$ cat config.mk
export PLATFORM = sky130hd
export DESIGN_NAME = grayscale_pack
export DESIGN_NICKNAME = d
export VERILOG_FILES = /design/src/rtl/grayscale_pack.sv
export SDC_FILE = /design/constraint.sdc
export NUM_CORES = 2
export LEC_CHECK = 0
export CAP_MARGIN = 25
export CORE_AREA = 2 2 420 422
export CTS_BUF_LIST = sky130_fd_sc_hd__clkbuf_2 sky130_fd_sc_hd__clkbuf_4 sky130_fd_sc_hd__clkbuf_8
export DETAILED_ROUTE_END_ITERATION = 8
export DIE_AREA = 0 0 422 424
export PLACE_DENSITY = 0.72
export SLEW_MARGIN = 0
export SYNTH_ARGS = -nofsm -noshare
export SYNTH_HDL_FRONTEND = slang
export SYNTH_SLANG_ARGS = --single-unit
$ cat constraint.sdc
create_clock -name clk -period 3.35 [get_ports clk]
set_input_delay 1.005 -clock clk [delete_from_list [all_inputs] [get_ports clk]]
set_output_delay 1.005 -clock clk [all_outputs]
set_load 0.02 [all_outputs]
$ cat src/rtl/grayscale_pack.sv
// RGBA-to-gray packer: converts 16-pixel RGBA blocks to gray bytes and packs
// four of them into one 64-byte output block, with early flush on in_last.
module grayscale_pack (
    input  logic         clk,
    input  logic         rst_n,
    input  logic         clear,
    input  logic         in_valid,
    output logic         in_ready,
    input  logic [511:0] in_data,
    input  logic         in_last,
    output logic         out_valid,
    input  logic         out_ready,
    output logic [511:0] out_data,
    output logic         out_last,
    output logic [31:0]  out_count,
    output logic         done
);

    typedef enum logic [1:0] {S_PK_IDLE, S_PK_FILL, S_PK_DONE} state_t;

    state_t         r_state, w_next;
    logic   [1:0]   r_slot;
    logic   [383:0] r_pack;
    logic   [511:0] r_out_data;
    logic           r_out_valid;
    logic           r_out_last;
    logic   [31:0]  r_count;
    logic           r_rdy_en;

    logic   [127:0] w_gray;
    logic   [383:0] w_pack_nxt;
    logic   [511:0] w_full;
    logic           w_acc, w_cmpl, w_oacc;

    for (genvar i = 0; i < 16; i++) begin : g_px
        logic [15:0] w_sum;
        assign w_sum = 16'd77  * {8'd0, in_data[32*i +: 8]}
                     + 16'd150 * {8'd0, in_data[32*i + 8 +: 8]}
                     + 16'd29  * {8'd0, in_data[32*i + 16 +: 8]};
        assign w_gray[8*i +: 8] = w_sum[15:8];
    end

    // The pack buffer is zeroed after every issue, so slots above the
    // completing one are already zero when a group is flushed early.
    always_comb begin
        w_pack_nxt = r_pack;
        case (r_slot)
            2'd0:    w_pack_nxt[127:0]   = w_gray;
            2'd1:    w_pack_nxt[255:128] = w_gray;
            2'd2:    w_pack_nxt[383:256] = w_gray;
            default: ;
        endcase
        w_full = {(r_slot == 2'd3) ? w_gray : 128'd0, w_pack_nxt};
    end

    assign in_ready = r_rdy_en && !clear && (r_state != S_PK_DONE)
                   && (!r_out_valid || out_ready);
    assign w_acc    = in_valid && in_ready;
    assign w_cmpl   = w_acc && (in_last || (r_slot == 2'd3));
    assign w_oacc   = r_out_valid && out_ready;

    always_ff @(posedge clk or negedge rst_n) begin
        if (!rst_n) r_rdy_en <= 1'b0;
        else        r_rdy_en <= 1'b1;
    end

    always_ff @(posedge clk or negedge rst_n) begin
        if (!rst_n) begin
            r_slot      <= 2'd0;
            r_pack      <= '0;
            r_out_data  <= '0;
            r_out_valid <= 1'b0;
            r_out_last  <= 1'b0;
            r_count     <= 32'd0;
        end else if (clear) begin
            r_slot      <= 2'd0;
            r_pack      <= '0;
            r_out_valid <= 1'b0;
            r_out_last  <= 1'b0;
            r_count     <= 32'd0;
        end else begin
            if (w_oacc) r_count <= r_count + 32'd1;
            // A completing accept reloads the output even while the old block
            // is being taken, so back-to-back outputs have no bubble.
            if (w_cmpl) begin
                r_out_valid <= 1'b1;
                r_out_data  <= w_full;
                r_out_last  <= in_last;
                r_pack      <= '0;
                r_slot      <= 2'd0;
            end else begin
                if (w_oacc) r_out_valid <= 1'b0;
                if (w_acc) begin
                    r_pack <= w_pack_nxt;
                    r_slot <= r_slot + 2'd1;
                end
            end
        end
    end

    always_ff @(posedge clk or negedge rst_n) begin
        if (!rst_n) r_state <= S_PK_IDLE;
        else        r_state <= w_next;
    end

    always_comb begin
        w_next = r_state;
        case (r_state)
            S_PK_IDLE: if (w_acc) w_next = S_PK_FILL;
            S_PK_FILL: if (w_oacc && r_out_last) w_next = S_PK_DONE;
            S_PK_DONE: ;
            default:   w_next = S_PK_IDLE;
        endcase
        if (clear) w_next = S_PK_IDLE;
    end

    assign out_valid = r_out_valid;
    assign out_data  = r_out_data;
    assign out_last  = r_out_last;
    assign out_count = r_count;
    assign done      = (r_state == S_PK_DONE);

endmodule
Word-level counts from Yosys, hierarchy flattened
Index checks and enable logic that the tools add are counted.
{"block": "op_classes", "add_sub_neg": 34, "n_mul": 48, "n_eq_ne": 9, "mux": 21, "n_bitwise": 1, "reduce_logical": 19}
{"operator": "$mux W384", "count": 3}
{"operator": "$mux W128", "count": 4}
{"operator": "$mul A7 B8 Y15 const A", "count": 32}
{"operator": "$add A15 B16 Y16", "count": 16}
{"operator": "$add A16 B13 Y16", "count": 16}
{"operator": "$mul A5 B8 Y13 const A", "count": 16}
{"operator": "$mux W32", "count": 2}
{"operator": "$add A32 B1 Y32 const B", "count": 1}
{"operator": "$mux W2", "count": 6}
{"operator": "$logic_and A1 B1 Y1", "count": 7}
{"operator": "$eq A2 B2 Y1 const B", "count": 3}
{"operator": "$ne A3 B3 Y1 const B", "count": 2}
{"operator": "$pmux W2 S3", "count": 1}
{"operator": "$reduce_bool A3 Y1", "count": 2}
{"operator": "$mux W1", "count": 5}
{"operator": "$eq A2 B1 Y1 const B", "count": 2}
{"operator": "$logic_not A2 Y1", "count": 2}
{"operator": "$ne A2 B2 Y1 const B", "count": 2}
{"operator": "$reduce_bool A2 Y1", "count": 2}
{"operator": "$reduce_and A3 Y1", "count": 1}
{"operator": "$add A2 B1 Y2 const B", "count": 1}
{"operator": "$logic_not A1 Y1", "count": 2}
{"operator": "$logic_or A1 B1 Y1", "count": 2}
{"operator": "$reduce_and A2 Y1", "count": 1}
{"operator": "$not A1 Y1", "count": 1}
{"block": "word_totals", "reg_bits": 935, "input_bits": 518, "output_inout_bits": 548, "elab_cells": 140}

Logic depth before layout (Yosys ltp)
{"block": "logic_depth", "ltp_word": 8, "mapped_depth": 26, "depth_no_buf": 26}

Worst setup path before layout
Ideal clock, no wire load.
{"block": "synth_timing", "path_type": "input -> register", "from": "input in_data[395]", "to": "register r_out_data[103] (netlist: out_data[103])", "setup_time_ns": 0.139, "arrival_ns": 7.011, "required_time_ns": 3.211, "setup_slack_ns": -3.801, "cell_stages": 24, "path_buffers": 0, "path_cell_list": "ha_1 ha_1 ha_1 inv_1 fa_1 inv_1 ha_1 and2_1 nor2_1 xnor2_1 fa_1 fa_1 inv_1 fa_1 fa_1 inv_1 ha_1 a21o_1 a221oi_1 a21oi_1 a311o_1 a31oi_1 xnor2_1 o21ai_0"}
{"block": "synth_via", "elab_chain_len": 4}
{"item": "start: declaration", "line_no": "9", "source": "input logic [511:0] in_data,"}
{"item": "$mul A7 B8 Y15", "line_no": "38", "source": "+ 16'd150 * {8'd0, in_data[32*i + 8 +: 8]}"}
{"item": "$add A15 B16 Y16", "line_no": "38"}
{"item": "$add A16 B13 Y16", "line_no": "39", "source": "+ 16'd29 * {8'd0, in_data[32*i + 16 +: 8]};"}
{"item": "$mux W128", "line_no": "47", "source": "case (r_slot)"}
{"item": "end signal: assignment", "line_no": "87", "source": "r_out_data <= w_full;"}
{"item": "end: declaration", "line_no": "24", "source": "logic [511:0] r_out_data;"}
Every way passes these cells.
A chain may end at the register's enable or synchronous reset.

Worst setup path in the final report
{"block": "layout_timing", "from": "input in_data[302]", "to": "register r_out_data[207] (netlist: out_data[207])"}
Same word-level chain as after synthesis.

==> flow_summary.yaml <==
critical_path:
  r2r-start: "out_valid$_DFFE_PN0P_"
  cp_data_required_time_ps: 4130
  r2r_slack_ps: 900
  path_class: "in2reg"
  crit_start: "in_data[302]"
  cp-start-kind: "input pin"
  end_kind: "flip-flop"
  arrival_ps: 7080
  critPathMaxFanout: 7
logic_synthesis:
  yosysWarningCount: 0
  syn_area_um2: 86250
  synth_seq_cells: 935
  syn_nets: 11110
  yosysSeqAreaShare_pct: 27.13
  async_flop_share_pct: 100.0
  syn_inst: 8364
  ys.flop_type: "dfrtp_1"
  synth_cell_types: 85
  synth_edf_count: 0
  syn_area_per_cell_um2: 10.31
sta:
  setup_viol: 898
  setup_slack_ps: -2947
  fin_skew_ps: 71.44
  maxSlewHeadroom_pct: 36.46
  slew_violations: 0
  layout_worst_path_cycle_share_pct: 188.0
  final_hold_viol_count: 0
  fin_crit_ps: 6297
  max_freq_mhz: 158.8
  grt_setup_unrepaired: "yes"
  tightest_slew_ps: 953.1
cts:
  cts_tree: "yes"
  hold_buffers: 0
  cts_root_buf: "clkbuf_8"
  cts_sinks: 935
  worst_setup_hold_path_clk_slew_ps: 60
  cts_buffers: 162
  htree_num_levels: 4
  clock_latency_ps: 920
  clock_path_buffers: 3
finish:
  stdcell_count: 13190
  finalNetCount: 13450
  drive_gt1_share_pct: 26.36
  area_delta_synth_final_pct: 40.48
placed_design:
  post-place-ws_ps: -4356
  gp_congestion: 0.9699
  place_hpwl_um: 233300
  portBuffers: 937
  dp.cells: 12760
global_route:
  grt_overflow_total: 0
  grt_first_pass_wirelength_um: 445400
  grt_pass1_vias: 76560
  track_usage_pct: 32.38
  grt_start_max_net_pins: 80
  antenna_found_initial: 31
drt:
  vias: 71130
  via_per_inst: 5.392
  drc: 0
  antenna_left: 0
  drt_first_pass_iters: 6
  drt_iter0_drc: 4184
  drt-total-wl_um: 292200
  routedWlPerCell_um: 22.15
die:
  core_area_um2: 175000
  row_count: 154
  die_area_um2: 178900
  die_h_um: 424
  initial_core_util_pct: 49.30
  die_x_um: 422
  pin_count: 1066
outcome:
  status: "complete, but fails checks"
  failed_checks: "setup timing"
hold_path:
  min_path_type: "in2async"
job:
  maxCapViolCount: 0
final timing paths:
kind | to | cells past startpoint
setup / recovery | out_data[207]$_DFFE_PN0P_ | 24
hold / removal | out_data[163]$_DFFE_PN0P_ | 1
setup reg to reg | r_pack[148]$_DFFE_PN0P_ | 11
hold reg to reg | r_pack[359]$_DFFE_PN0P_ | 2
max in group asynchronous | out_data[235]$_DFFE_PN0P_ | 2
min in group clk | r_pack[359]$_DFFE_PN0P_ | 2
per-layer routing:
metal	routed length (um)	share of wire [%]	GRT usage [%]	up-vias
li1	-	-	-	32450
met1	112900	39	39.27	35750
met2	140600	48	53.43	2219
met3	16760	5.7	5.703	692
met4	21870	7.5	20.74	12
met5	79	0.027	0	-
critical path, cell delays in order:
cell and delay (ps):
buf_8 100, ha_4 240, ha_4 270, inv_4 30, fa_1 450, fa_1 510, inv_2 50, ha_4 290
xnor2_4 120, fa_1 450, fa_1 500, inv_1 50, fa_1 460, fa_1 560, inv_2 50, ha_4 230
a21o_1 180, a21oi_2 130, o21ai_2 100, o31ai_4 340, o21ai_2 140, xor2_2 290, xnor2_4 170, a221o_1 360
cells by family after synthesis:
family	Yosys count	synth area share [%]
xor gates and xnor gates	292	3.009
other	1	0.004348
and+or+nand+nor	1223	6.474
DFF	935	27.13
muxes	247	2.867
buffers and inverters	1829	8.077
AOI/OAI and AO/OA	1608	12.45
adders and majority gates	2229	40.00
cells in the final DEF, fill, tap and decap left out, types with 32 or more instances in the layout:
master and n:
clkbuf_8 191, nand3_1 56, clkdlybuf4s50_1 815, xnor2_4 34, a21oi_2 50, buf_12 120, xnor2_2 36, buf_4 1287
ha_4 257, nor3b_1 59, nand2_1 536, xnor2_1 87, buf_6 121, a22o_1 376, and3_1 32, o21a_1 48
nor2_1 223, xor2_1 110, mux2i_1 235, clkbuf_4 51, inv_2 112, ha_1 1065, nand2b_1 35, o21ai_0 279
o21ai_1 195, fa_1 851, inv_1 1456, nor3_1 43, o21ai_2 81, a21o_1 87, dfrtp_1 935, nor2b_1 35
a21oi_1 191
per-stage QoR:
stage / hold slack (ps) / TNS [ps] / cell area (um^2) / utilization [%]
floorplan: 426.3 / -2592210 / 89120 / -
global placement: 434.6 / -3451110 / 112300 / 64.17
detailed placement: 462.4 / -3522830 / 112300 / 64.19
CTS: 70.74 / -2236640 / 118100 / 67.49
global route: 101.1 / -2343380 / 121200 / 69.25
finish: 135.3 / -2238020 / 121200 / 69.25
sequential cells by signal (all words and copies together), names as in the netlist:
register   count
out_last       1
out_valid      1
out_count     32
r_slot         2
out_data     512
r_pack       384
r_rdy_en       1
r_state        2
timing repair:
action	4_1_cts	5_1_grt
buffers inserted	55	77
pin swaps	374	444
gates resized for setup	638	691
setup endpoints to repair	899	898
cloned	0	0
Yosys cell counts (all sizes together), types with 5 or more instances:
master,number,area (um^2)
o22ai,9,62.56
o31ai,10,85.08
dfrtp,935,23400
nor2b,56,350.3
and4,5,43.79
and2,16,100.1
mux2i,247,2472
a31oi,24,150.1
xnor2,157,1413
o21a,52,390.4
xor2,135,1182
nor2,264,991.0
o2111ai,7,61.31
a21boi,5,45.04
nand2,555,2083
a2111oi,7,81.33
a211oi,62,483.0
o41ai,9,101.4
clkbuf,155,581.8
nor3b,60,450.4
nand4,13,81.33
fa,880,17620
ha,1349,16880
or3,16,100.1
o21ai,564,2826
a21oi,271,1364
or2,28,175.2
nand3b,6,45.04
o211ai,22,165.2
nand3,69,345.3
buf,103,488.0
inv,1571,5897
nor3,48,245.2
a221o,28,280.3
a41oi,10,110.1
nand2b,37,231.5
a22o,376,3293
a21o,88,660.6
and3,39,244.0
o21bai,20,150.1
cell type report:
cell class | instances | area (um^2)
Fill cell | 12740 | 53790
Clock buffer | 241 | 3004
Clock inverter | 47 | 581.8
Timing Repair Buffer | 2431 | 22300
Sequential cell | 935 | 23400
Multi-Input combinational cell | 5600 | 62980
Inverter | 1571 | 5907
Tap cell | 2340 | 2928
Antenna cell | 27 | 67.56
Power is not shown: default switching activity piles up to over one toggle a cycle in this logic, so the estimate is an artifact.
